===== src/rtl/multi_register_if.sv =====
// Command/status bundle for multi_register: one-hot-ish command strobes in,
// registered contents and status pulses out.
interface multi_register_if #(
  parameter int WIDTH = 8,
  parameter int AMT_W = 3
);
  logic             cl;
  logic             ld;
  logic             inc;
  logic             dec;
  logic             sr;
  logic             ir;
  logic             sl;
  logic             il;
  logic             rot;
  logic [AMT_W-1:0] amt;
  logic [WIDTH-1:0] in;
  logic [WIDTH-1:0] out;
  logic             busy;
  logic             done;
  logic             carry;

  modport master (
    output cl, ld, inc, dec, sr, ir, sl, il, rot, amt, in,
    input  out, busy, done, carry
  );

  modport slave (
    input  cl, ld, inc, dec, sr, ir, sl, il, rot, amt, in,
    output out, busy, done, carry
  );
endinterface


===== src/rtl/multi_register.sv =====
// Multi-function register: clear, load, inc/dec (wrap or saturate) and
// multi-cycle shift/rotate of amt+1 positions with busy/done handshake.
module multi_register #(
  parameter int WIDTH = 8,
  parameter int AMT_W = 3,
  parameter int SAT   = 0
) (
  input logic            clk,
  input logic            rst,
  multi_register_if.slave bus
);

  typedef enum logic {IDLE, SHIFT} state_t;

  localparam logic [AMT_W:0]   CNT_ONE = (AMT_W+1)'(1);
  localparam logic [WIDTH-1:0] ONE     = WIDTH'(1);

  state_t           r_state, w_state_nxt;
  logic [WIDTH-1:0] r_out, w_out_nxt;
  logic [AMT_W:0]   r_cnt, w_cnt_nxt;
  logic             r_dir, w_dir_nxt;
  logic             r_rot, w_rot_nxt;
  logic             r_fill, w_fill_nxt;
  logic             r_busy, r_done, w_done_nxt, r_carry, w_carry_nxt;

  function automatic logic [WIDTH-1:0] f_shift(input logic [WIDTH-1:0] v,
                                               input logic right,
                                               input logic rot,
                                               input logic fill);
    if (right) return {(rot ? v[0] : fill), v[WIDTH-1:1]};
    else       return {v[WIDTH-2:0], (rot ? v[WIDTH-1] : fill)};
  endfunction

  always_comb begin
    w_state_nxt = r_state;
    w_out_nxt   = r_out;
    w_cnt_nxt   = r_cnt;
    w_dir_nxt   = r_dir;
    w_rot_nxt   = r_rot;
    w_fill_nxt  = r_fill;
    w_done_nxt  = 1'b0;
    w_carry_nxt = 1'b0;
    case (r_state)
      IDLE: begin
        if (bus.cl) begin
          w_out_nxt = '0;
        end else if (bus.ld) begin
          w_out_nxt = bus.in;
        end else if (bus.inc) begin
          if (&r_out) begin
            w_carry_nxt = 1'b1;
            if (SAT == 0) w_out_nxt = '0;
          end else begin
            w_out_nxt = r_out + ONE;
          end
        end else if (bus.dec) begin
          if (r_out == '0) begin
            w_carry_nxt = 1'b1;
            if (SAT == 0) w_out_nxt = '1;
          end else begin
            w_out_nxt = r_out - ONE;
          end
        end else if (bus.sr || bus.sl) begin
          // First shift lands on the accepting edge; r_cnt holds the N-1 still owed.
          w_dir_nxt  = bus.sr;
          w_rot_nxt  = bus.rot;
          w_fill_nxt = bus.sr ? bus.ir : bus.il;
          w_out_nxt  = f_shift(r_out, bus.sr, bus.rot, w_fill_nxt);
          if (bus.amt == '0) begin
            w_done_nxt = 1'b1;
          end else begin
            w_cnt_nxt   = {1'b0, bus.amt};
            w_state_nxt = SHIFT;
          end
        end
      end
      SHIFT: begin
        if (bus.cl) begin
          w_out_nxt   = '0;
          w_state_nxt = IDLE;
        end else begin
          w_out_nxt = f_shift(r_out, r_dir, r_rot, r_fill);
          if (r_cnt == CNT_ONE) begin
            w_state_nxt = IDLE;
            w_done_nxt  = 1'b1;
          end else begin
            w_cnt_nxt = r_cnt - CNT_ONE;
          end
        end
      end
      default: w_state_nxt = IDLE;
    endcase
  end

  always_ff @(posedge clk) begin
    if (rst) begin
      r_state <= IDLE;
      r_out   <= '0;
      r_cnt   <= '0;
      r_dir   <= 1'b0;
      r_rot   <= 1'b0;
      r_fill  <= 1'b0;
      r_busy  <= 1'b0;
      r_done  <= 1'b0;
      r_carry <= 1'b0;
    end else begin
      r_state <= w_state_nxt;
      r_out   <= w_out_nxt;
      r_cnt   <= w_cnt_nxt;
      r_dir   <= w_dir_nxt;
      r_rot   <= w_rot_nxt;
      r_fill  <= w_fill_nxt;
      r_busy  <= (w_state_nxt == SHIFT);
      r_done  <= w_done_nxt;
      r_carry <= w_carry_nxt;
    end
  end

  assign bus.out   = r_out;
  assign bus.busy  = r_busy;
  assign bus.done  = r_done;
  assign bus.carry = r_carry;

endmodule


===== src/flat_wrapper.sv =====
// flat-port wrapper written by rule: the top's interface ports become plain ports
module multi_register_flat 
#(
  parameter int WIDTH = 8,
  parameter int AMT_W = 3,
  parameter int SAT   = 0
)
  (clk, rst, bus_cl, bus_ld, bus_inc, bus_dec, bus_sr, bus_ir, bus_sl, bus_il, bus_rot, bus_amt, bus_in, bus_out, bus_busy, bus_done, bus_carry);
  multi_register_if #(.WIDTH(WIDTH), .AMT_W(AMT_W)) bus_i ();
  input logic clk;
  input logic rst;
  input wire logic [$bits(bus_i.cl)-1:0] bus_cl;
  input wire logic [$bits(bus_i.ld)-1:0] bus_ld;
  input wire logic [$bits(bus_i.inc)-1:0] bus_inc;
  input wire logic [$bits(bus_i.dec)-1:0] bus_dec;
  input wire logic [$bits(bus_i.sr)-1:0] bus_sr;
  input wire logic [$bits(bus_i.ir)-1:0] bus_ir;
  input wire logic [$bits(bus_i.sl)-1:0] bus_sl;
  input wire logic [$bits(bus_i.il)-1:0] bus_il;
  input wire logic [$bits(bus_i.rot)-1:0] bus_rot;
  input wire logic [$bits(bus_i.amt)-1:0] bus_amt;
  input wire logic [$bits(bus_i.in)-1:0] bus_in;
  output wire logic [$bits(bus_i.out)-1:0] bus_out;
  output wire logic [$bits(bus_i.busy)-1:0] bus_busy;
  output wire logic [$bits(bus_i.done)-1:0] bus_done;
  output wire logic [$bits(bus_i.carry)-1:0] bus_carry;
  assign bus_i.cl = bus_cl;
  assign bus_i.ld = bus_ld;
  assign bus_i.inc = bus_inc;
  assign bus_i.dec = bus_dec;
  assign bus_i.sr = bus_sr;
  assign bus_i.ir = bus_ir;
  assign bus_i.sl = bus_sl;
  assign bus_i.il = bus_il;
  assign bus_i.rot = bus_rot;
  assign bus_i.amt = bus_amt;
  assign bus_i.in = bus_in;
  assign bus_out = bus_i.out;
  assign bus_busy = bus_i.busy;
  assign bus_done = bus_i.done;
  assign bus_carry = bus_i.carry;
  multi_register #(.WIDTH(WIDTH), .AMT_W(AMT_W), .SAT(SAT)) u_core (.clk(clk), .rst(rst), .bus(bus_i));
endmodule

===== config.mk =====
export PLATFORM = sky130hd
export DESIGN_NAME = multi_register_flat
export DESIGN_NICKNAME = d
export VERILOG_FILES = /design/src/rtl/multi_register_if.sv /design/src/rtl/multi_register.sv /design/src/flat_wrapper.sv
export SDC_FILE = /design/constraint.sdc
export NUM_CORES = 1
export LEC_CHECK = 0
export CAP_MARGIN = 20
export CORE_ASPECT_RATIO = 2
export CORE_MARGIN = 8
export CORE_UTILIZATION = 55
export DETAILED_ROUTE_END_ITERATION = 8
export PLACE_DENSITY_LB_ADDON = 0.08
export SLEW_MARGIN = 40
export SYNTH_ARGS = -nofsm -noshare
export SYNTH_HDL_FRONTEND = slang
export SYNTH_SLANG_ARGS = --single-unit

===== constraint.sdc =====
create_clock -name clk -period 4.3 [get_ports clk]
set_input_delay 1.075 -clock clk [delete_from_list [all_inputs] [get_ports clk]]
set_output_delay 1.075 -clock clk [all_outputs]
set_load 0.1 [all_outputs]

[Word level (Yosys, flattened, before mapping)]
Index checks and enable logic that the tools add are counted.
Operators by class
  equal/unequal tests: 10
  reduce and logical (&&, ||, !) cells: 7
  mux-type cells: 47
  bitwise gates (word level): 5
  $add $sub $neg: 3
Operator list (count)
  2-to-1 mux 8 bit: 10
  2-to-1 mux 4 bit: 8
  2-to-1 mux 1 bit: 25
  case mux 8 bit (2 select lines): 1
  AND reduction 8 bit: 2
  inequality test 2 bit, second input constant: 7
  adder 8 x 1 -> 8 bit, second input constant: 1
  zero test 8 bit: 1
  case mux 4 bit (2 select lines): 1
  subtractor 8 x 1 -> 8 bit, second input constant: 1
  inequality test 6 x 5 -> 1 bit, second input constant: 1
  AND reduction 6 bit: 1
  inverter 1 bit: 5
  == test 4 x 1 -> 1 bit, second input constant: 1
  case mux 1 bit (2 select lines): 2
  OR reduction 4 bit: 1
  subtractor 4 x 1 -> 4 bit, second input constant: 1
  zero test 3 bit: 1
  inequality test 2 x 1 -> 1 bit, second input constant: 1
  logical OR 1 bit: 1
Storage, ports and cells
  logic and storage cells: 80
  output and inout bits: 11
  input port bits: 22
  flip-flop bits (word level): 18

[Logic depth before layout (Yosys ltp)]
  word-level depth: 9
  gate-level depth with buffers: 8
  mapped depth without buffers: 7

[Worst setup path before layout]
No wires, ideal clock.
  kind: register to register
  start point: register u_core.r_out[0] (netlist: u_core.bus.out[0])
  end point: register u_core.r_out[1] (netlist: u_core.bus.out[1])
  data required time: 4.205 ns
  path buffers: 1
  setup slack: 1.719 ns
  setup time: 0.095 ns
  data arrival time: 2.485 ns
  cell stages (with the launch flop): 8
  period minus slack after synthesis: 2.581 ns
  cell sequence: dfxtp_1 clkbuf_1 inv_1 ha_1 nor3_1 a211oi_1 or3_1 a221oi_1
Between the ends
  cells in the longest elaborated chain, start to end: 7
  elaborated cells between the ends (all ways): 15
  classes of those cells: 2 x add/sub; 11 x mux; 2 x reduce/logical
RTL lines
  start, declared: RTL line multi_register.sv:19  | logic [WIDTH-1:0] r_out, w_out_nxt;
  start signal, assigned: RTL line multi_register.sv:108  | r_out <= w_out_nxt;
  subtractor 8 x 1 -> 8 bit (tied with other cells): RTL line multi_register.sv:61  | w_out_nxt = r_out - ONE;
  2-to-1 mux 8 bit, on equally long branches: RTL line multi_register.sv:57, multi_register.sv:63
  2-to-1 mux 8 bit: RTL line multi_register.sv:56  | end else if (bus.dec) begin
  2-to-1 mux 8 bit: RTL line multi_register.sv:49  | end else if (bus.inc) begin
  2-to-1 mux 8 bit: RTL line multi_register.sv:47  | end else if (bus.ld) begin
  2-to-1 mux 8 bit: RTL line multi_register.sv:45  | if (bus.cl) begin
  case mux 8 bit (2 select lines) *: RTL line multi_register.sv:43  | case (r_state)
Mark *: on every way between the ends. The rest lies on a longest branch, timed or not. The select of a mux whose other input is x is not followed.
A chain may end at the register's enable or synchronous reset.

[Worst setup path after layout]
  start point: input bus_inc
  end point: register u_core.r_out[5] (netlist: u_core.bus.out[5])
Between the ends
  cells in the longest elaborated chain, start to end: 4
  elaborated cells between the ends (all ways): 5
  classes of those cells: 1 x eq/ne; 4 x mux
RTL lines
  start, declared: RTL line flat_wrapper.sv:14  | input wire logic [$bits(bus_i.inc)-1:0] bus_inc;
  2-to-1 mux 8 bit: RTL line multi_register.sv:49
  2-to-1 mux 8 bit: RTL line multi_register.sv:47
  2-to-1 mux 8 bit: RTL line multi_register.sv:45
  case mux 8 bit (2 select lines): RTL line multi_register.sv:43
Several ways; a longest one is shown, not always the timed one.

==> impl_results.md <==
- Starting density of the core: a little under three fifths
- Outcome: completed
- Maximum root-to-sink buffer count: 2
- Pleak: 0.7056 nW
- Critical Path End Type: flop
- Power Total: 0.0004955 W
- CTS Sinks: 18
- Routed wire length: about 5.1 mm
- Slew Viols, Final: 0
- Cts bufs inserted: 3
- Final critical-path required period: 3279 ps
- Critical path's largest stage delay: 700 ps
- Seq/Total Area, Yosys: 20.95%
- Maximum VDD drop: roughly 0.00018 V
- Crit-path cells: clkdlybuf4s50_1 > nor3_4 > nand2_1 > nor3_1 > a2111oi_0 > a211oi_1
- Setup_tns: 0 ps
- Post-synthesis instance total: roughly 240
- Row count: 29
- HP Class: reg2reg
- Remaining antenna violation count after routing: 0
- Synth Warn #: 0
- Commonest cells in the netlist: nor2_1, dfxtp_1, inv_1, nand2_1, a21oi_1
- CTS tree: done
- Average vias per placed instance: between 6 and 7
- Setup crit start: bus_inc
- Max Fclk: 305.0 MHz
- Share of cells above drive strength 1: 8.661%
- Setup Viol. Count Final: 0
- Delay-heaviest family, CP: simple AND/OR/NAND/NOR gates
- Pin count of the biggest net entering global routing: 21
- Slew headroom: 46.90%
- Async S/R FF share, synth: 0%
- Die area: between 0.005 and 0.006 mm2
- CP Data Required Time: 4460 ps
- Setup Buffers After CTS: 0
- Area leader, netlist: dfxtp_1
- First-pass GRT wire length: 8.335 mm
- N_diodes: 0
- Top-count cell post-synth: nor2_1
- Port bufs: 32
- Final clock skew: 3.692 ps
- Pwr/cell area: approximately 250 mW/mm2
- #FFs+latches synth: 18
- Clock root cell: clkbuf_8
- Max Cap Viol: 0
- DRC viols: 0
- Post-CTS Hold Fix Bufs: 0
- Post-synth EDFFs: 0
- Average footprint of a synthesized cell: 7.229 um2
- GPL Wtd Cong: roughly 0.91
- Worst Tran Pin Value: between 700 and 800 ps
- Syn nets: between 200 and 300
- Post-cts repair resize count: 0
- Mapped Area: around 0.0017 mm2
- Core box area: 0.003084 mm2
- Final Hold Fails: 0
- WL per Instance: 17.75 um
- H-tree depth: 1
- Antenna violations before repair: 0
- Startpoint Class: input port
- Drt first pass iters: 6
- Hold Startpoint: u_core.r_cnt[1]
- Reg2reg start: u_core.bus.out[0]
- Tcrit/Tclk final: between 70% and 80%
- Arr. time, crit path: 3440 ps
- Final nets: 282
- Global Route Usage Sum: 18.48%
- Post-synth top area share: 20.95%
- Total global routing overflow: 0
- WP buf/inv: 1
- Synthesis-to-layout area growth: 15.56%
- Vias in the first global route: 1,747
- Worst-path clk slew: 80 ps
- WS Path Type: in2reg
- Max FO, Critical Path: 15
- Most used DFF post-synth: dfxtp_1
- I/O pin count: 33
- Critical path's slowest cell: clkdlybuf4s50_1
- Synth unique cells: 51
- Die width: 55.55 um
- Synth area leaders: dfxtp_1, mux2i_1, nor2_1, a21oi_1, ha_1
- Die H: 95.10 um
- Vias: 1,877
- Skew-Pair Late Insertion Delay: approximately 260 ps
- Drt initial violations: 111
- Detailed placement HPWL: approximately 3.7 mm
- Unrepaired setup endpoints after global routing: no
[stage by stage]
step	setup slack, ps	util (%)	std cells	cell area [um2]	hold WS [ps]
final	1021	64.46	285	1988	453.8
after global routing	841.1	64.46	285	1988	476.2
after CTS	1052	64.46	285	1988	455.7
after detailed placement	796.3	62.68	281	1933	445.4
after global placement	922.9	64.46	281	1988	441.8
after floorplan	1719	-	238	1720	431.9
[power breakdown]
| group | total, W | switching [W] | internal [W] | leakage (nW) |
|---|---|---|---|---|
| Combinational | 0.000158 | 0.0000970 | 0.0000615 | 0.530 |
| Clock | 0.000145 | 0.0000632 | 0.0000815 | 0.0288 |
| Sequential | 0.000192 | 0.0000197 | 0.000173 | 0.146 |
| Total | 0.000496 | 0.000180 | 0.000316 | 0.706 |
[final cells by class]
cell class | count | area (um2)
clock buffer | 4 | 55.05
fill | 301 | 1096
inverter | 15 | 56.30
multi-input combinational | 183 | 1197
sequential | 18 | 360.3
tap | 31 | 38.79
timing repair buffer | 34 | 280.3
[metal layers]
| metal | vias to the layer above | track usage (%) | part of all wire (%) |
|---|---|---|---|
| li1 | 909 | - | - |
| met1 | 857 | 23.99 | 43 |
| met2 | 91 | 28.29 | 46 |
| met3 | 20 | 3.333 | 7.6 |
| met4 | 0 | 9.711 | 3.6 |
| met5 | - | 0 | 0 |
[placed cells by master (no fill, tap or decap), types with 2 or more instances in the layout]
| master | netlist | routed |
|---|---|---|
| nor2_1 | 26 | 26 |
| clkdlybuf4s50_1 | 0 | 21 |
| dfxtp_1 | 18 | 18 |
| inv_1 | 15 | 15 |
| nand2_1 | 15 | 15 |
| a21oi_1 | 14 | 14 |
| mux2i_1 | 13 | 13 |
| o21ai_0 | 12 | 12 |
| buf_2 | 7 | 11 |
| nand3_1 | 9 | 9 |
| nor3_1 | 8 | 8 |
| a211oi_1 | 7 | 7 |
| xnor2_1 | 5 | 5 |
| or3_1 | 5 | 5 |
| o22ai_1 | 5 | 5 |
| ha_1 | 5 | 5 |
| nand4_1 | 4 | 4 |
| a221oi_1 | 4 | 4 |
| nor2b_1 | 4 | 4 |
| clkbuf_8 | 0 | 4 |
| nand2b_1 | 3 | 3 |
| nor4_1 | 3 | 3 |
| nor3b_1 | 3 | 3 |
| a2111oi_0 | 3 | 3 |
| a22oi_1 | 3 | 3 |
| o21a_1 | 2 | 2 |
| nor4b_1 | 2 | 2 |
| xor2_1 | 2 | 2 |
| a311o_1 | 2 | 2 |
| a31oi_1 | 2 | 2 |
| a32oi_1 | 2 | 2 |
| or4_1 | 2 | 2 |
| buf_4 | 0 | 2 |
[worst min-delay path: stages, from the launching register on]
cell	delay, ps
dfxtp_1	310
nand2_1	50
a21oi_1	50
[logic make-up (layout without fill, tap and decap cells)]
group                    Yosys count  count (layout)  share of synthesized area [%]
flip-flops                        18              18                          20.95
XOR/XNOR                           7               7                          3.564
adder cells (fa/ha/maj)            5               5                          3.636
multiplexers                      13              13                          7.563
AND/OR/NAND/NOR                   90              90                          27.93
AO/OA/AOI/OAI                     68              68                          26.91
buffers and inverters             37              53                          9.454
[path summary, 6_finish.rpt]
check,end,slack [ps],cells past startpoint
setup / recovery,u_core.bus.out[5],1020,6
hold / removal,u_core.r_cnt[1],450,2
setup reg to reg,u_core.bus.out[3],2000,6
hold reg to reg,u_core.r_cnt[1],450,2
[flip-flops by register name, summed over array words and instances (netlist names)]
name	flops
u_core.r_rot	1
u_core.r_cnt	4
u_core.bus.out	8
u_core.bus.busy	1
u_core.bus.carry	1
u_core.r_dir	1
u_core.r_fill	1
u_core.bus.done	1
No activity file was read; power rests on OpenSTA's default activity.
==> edit, RTL diff (config.mk and constraints unchanged) <==
`AMT_W` is set to 3 in 3 places; all go to 6.
--- a/src/rtl/multi_register_if.sv
+++ b/src/rtl/multi_register_if.sv
@@ -2,7 +2,7 @@
 // registered contents and status pulses out.
 interface multi_register_if #(
   parameter int WIDTH = 8,
-  parameter int AMT_W = 3
+  parameter int AMT_W = 6
 );
   logic             cl;
   logic             ld;
--- a/src/rtl/multi_register.sv
+++ b/src/rtl/multi_register.sv
@@ -2,7 +2,7 @@
 // multi-cycle shift/rotate of amt+1 positions with busy/done handshake.
 module multi_register #(
   parameter int WIDTH = 8,
-  parameter int AMT_W = 3,
+  parameter int AMT_W = 6,
   parameter int SAT   = 0
 ) (
   input logic            clk,
--- a/src/flat_wrapper.sv
+++ b/src/flat_wrapper.sv
@@ -2,7 +2,7 @@
 module multi_register_flat 
 #(
   parameter int WIDTH = 8,
-  parameter int AMT_W = 3,
+  parameter int AMT_W = 6,
   parameter int SAT   = 0
 )
   (clk, rst, bus_cl, bus_ld, bus_inc, bus_dec, bus_sr, bus_ir, bus_sl, bus_il, bus_rot, bus_amt, bus_in, bus_out, bus_busy, bus_done, bus_carry);
Ports: changed (resized bus_amt); port bits go from 33 to 36. No check against the original RTL was run, so the function may have changed too.
==> edit against the original RTL <==
- setup slack improved by 0.059 ns
- wire length increased by 16%
- register-to-register slack got worse by 0.21 ns
- total power increased by 6.1%
- synthesized cell count increased by 1.7%
- synthesized area increased by 6.2%
- final cell count increased by 4.9%
- non-clock buffer count increased by 6
- sequential cell count increased by 3
- clock power decreased by 8%
- final area increased by 9.6%
- critical path type unchanged
==> edit: results (changes against the original RTL) <==
yosys:
  ys_seq_area_share_pct: 23.0  # was 20.9%
  synth_common_cells: "25 x nor2_1, 21 x dfxtp_1, 17 x clkbuf_1, 17 x nand2_1, 17 x o21ai_0"  # was 26 x nor2_1, 18 x dfxtp_1, 15 x inv_1, 15 x nand2_1, 14 x a21oi_1
  yosysWarnings: 0  # unchanged
  syn-num-nets: 272  # was 265
  synth-compound-area-share_pct: 28.6  # was 26.9%
  synth_fa_ha_area_share_pct: 3.42  # was 3.64%
  ys_top_cells_by_area: "dfxtp_1 23%, mux2i_1 7.7%, nor2_1 5.1%, o21ai_0 4.7%, a21oi_1 3.6%"  # was dfxtp_1 21%, mux2i_1 7.6%, nor2_1 5.7%, a21oi_1 4.1%, ha_1 3.6%
  synthMuxAreaShare_pct: 10.8  # was 7.56%
  post_synth_num_cell_types: 48  # was 51
  syn_inst: 242  # was 238
  synthXorXnorAreaFrac_pct: 3.84  # was 3.56%
  async_flop_share_pct: 0  # unchanged
place:
  numPortBuffers: 35  # was 32
  gp_congestion: 0.947  # was 0.906
  dpl_cell_area_um2: 2130  # was 1930 um2
  hpwl_um: 4500  # was 3660 um
  dpl.cell_count: 295  # was 281
status:
  status: "finished, final reports clean"  # unchanged
routing:
  drt_iter0_drc: 95  # was 111
  via_per_inst: 6.63  # was 6.59
  wl_per_cell_um: 19.6  # was 17.7 um
  wirelength_um: 5870  # was 5060 um
  firstDrtPassIters: 4  # was 6
cts:
  path_clk_slew_ns: 0.08  # about the same
  insertion_delay_ns: 0.27
  cts_resized: 0  # unchanged
  ctsHtreeMaxLevel: 1  # unchanged
  cts-root-buf: "clkbuf_8"  # unchanged
  cts_setup_buffers: 0  # unchanged
  cts_buffers: 3  # unchanged
  cts_max_path_buffers: 2  # unchanged
global_route:
  track_usage_pct: 20.8  # was 18.5%
  use_met1_pct: 19.6  # was 24.0%
  grt_max_degree: 23  # was 21
  use_met2_pct: 38.6  # was 28.3%
  grtUsageMet3_pct: 2.49  # was 3.33%
  grt_pass1_vias: 2063  # was 1747
  grt_first_pass_wirelength_um: 9550  # was 8340 um
  overflow: 0  # unchanged
  antenna_found_initial: 0  # unchanged
timing:
  fin_skew_ns: 0.00343  # was 0.00369 ns
  tightest_slew_ns: 0.760  # was 0.790 ns
finish:
  num_antenna_cells: 0  # unchanged
  regArea_um2: 420  # was 360 um2
  fillers: 295  # was 301
  layout-drive-gt1-share_pct: 10.8  # was 8.66%
  largest_register_ff_count: 8  # unchanged
worst_setup_path:
  cp_slowest_cell: "or4b_1"  # was clkdlybuf4s50_1
  cp.arrival_ns: 3.39  # was 3.44 ns
  cp_max_fo: 15  # unchanged
  cp_slowest_stage_delay_ns: 0.55  # was 0.70 ns
  cp_top_family: "simple AND/OR/NAND/NOR gates"  # unchanged
power:
  p_sw_uw: 190  # was 180 uW
  ir_worst_vdd_uv: 209  # was 182 uV
  p_leak_uw: 0.000816  # was 0.000706 uW
worst_hold_path:
  hold_class: "flip-flop to flip-flop"  # unchanged
==> edit: cell count changes after synthesis, sizes merged, moves of 5 or more <==
cell / before / now
inv: 15 / 8
mux2: 0 / 5
clkbuf: 12 / 17
and3: 0 / 5
nor3: 9 / 4
nand3: 9 / 4
buf: 10 / 1
nor2b: 4 / 9
==> edit: cell families after synthesis <==
| logic type | Yosys count |
|---|---|
| xor+xnor | 8 |
| compound gates | 76 |
| flops | 21 |
| fa+ha+maj | 5 |
| simple gates | 87 |
| mux | 19 |
| buf+inv | 26 |
==> edit: layout make-up <==
type	instances	share of cell area, %
multi-input combinational	195	60.0
sequential	21	19.3
timing repair buffer	40	15.4
clock buffer	3	1.89
tap	31	1.78
inverter	8	1.38
clock inverter	1	0.230
==> edit: power groups by stage <==
stage               Sequential (uW)  Combinational (uW)  Clock [uW]
detailed placement              220                 173           0
global placement                220                 175           0
CTS                             216                 174         135
finish                          216                 175         134
floorplan                       243                93.0           0
global route                    217                 187         140
==> edit: per-stage QoR <==
stage,setup slack [ns],hold slack [ns]
3_5_place_dp,0.805,0.486
5_1_grt,0.952,0.523
6_report,1.08,0.500
3_3_place_gp,0.865,0.488
2_1_floorplan,1.47,0.452
4_1_cts,1.08,0.501
==> edit: worst register-to-register path: cells and delay by family, from the launching register on <==
family           cells  cell delay (ns)
AO/OA/AOI/OAI        2             0.53
flip-flops           1             0.82
AND/OR/NAND/NOR      2             1.07
==> edit: metal layers <==
| layer | vias to the layer above | wire (um) |
|---|---|---|
| met5 | - | 0 |
| met4 | 0 | 322 |
| met3 | 29 | 269 |
| met2 | 84 | 3240 |
| met1 | 922 | 2040 |
| li1 | 948 | - |
==> edit: final timing paths <==
kind / start / end / slack [ns] / depth (start not counted)
max: bus_dec / u_core.r_cnt[6] / 1.08 / 6
min reg2reg: u_core.r_cnt[1] / u_core.r_cnt[1] / 0.50 / 2
max reg2reg: u_core.bus.busy / u_core.r_cnt[6] / 1.79 / 4
min: u_core.r_cnt[1] / u_core.r_cnt[1] / 0.50 / 2
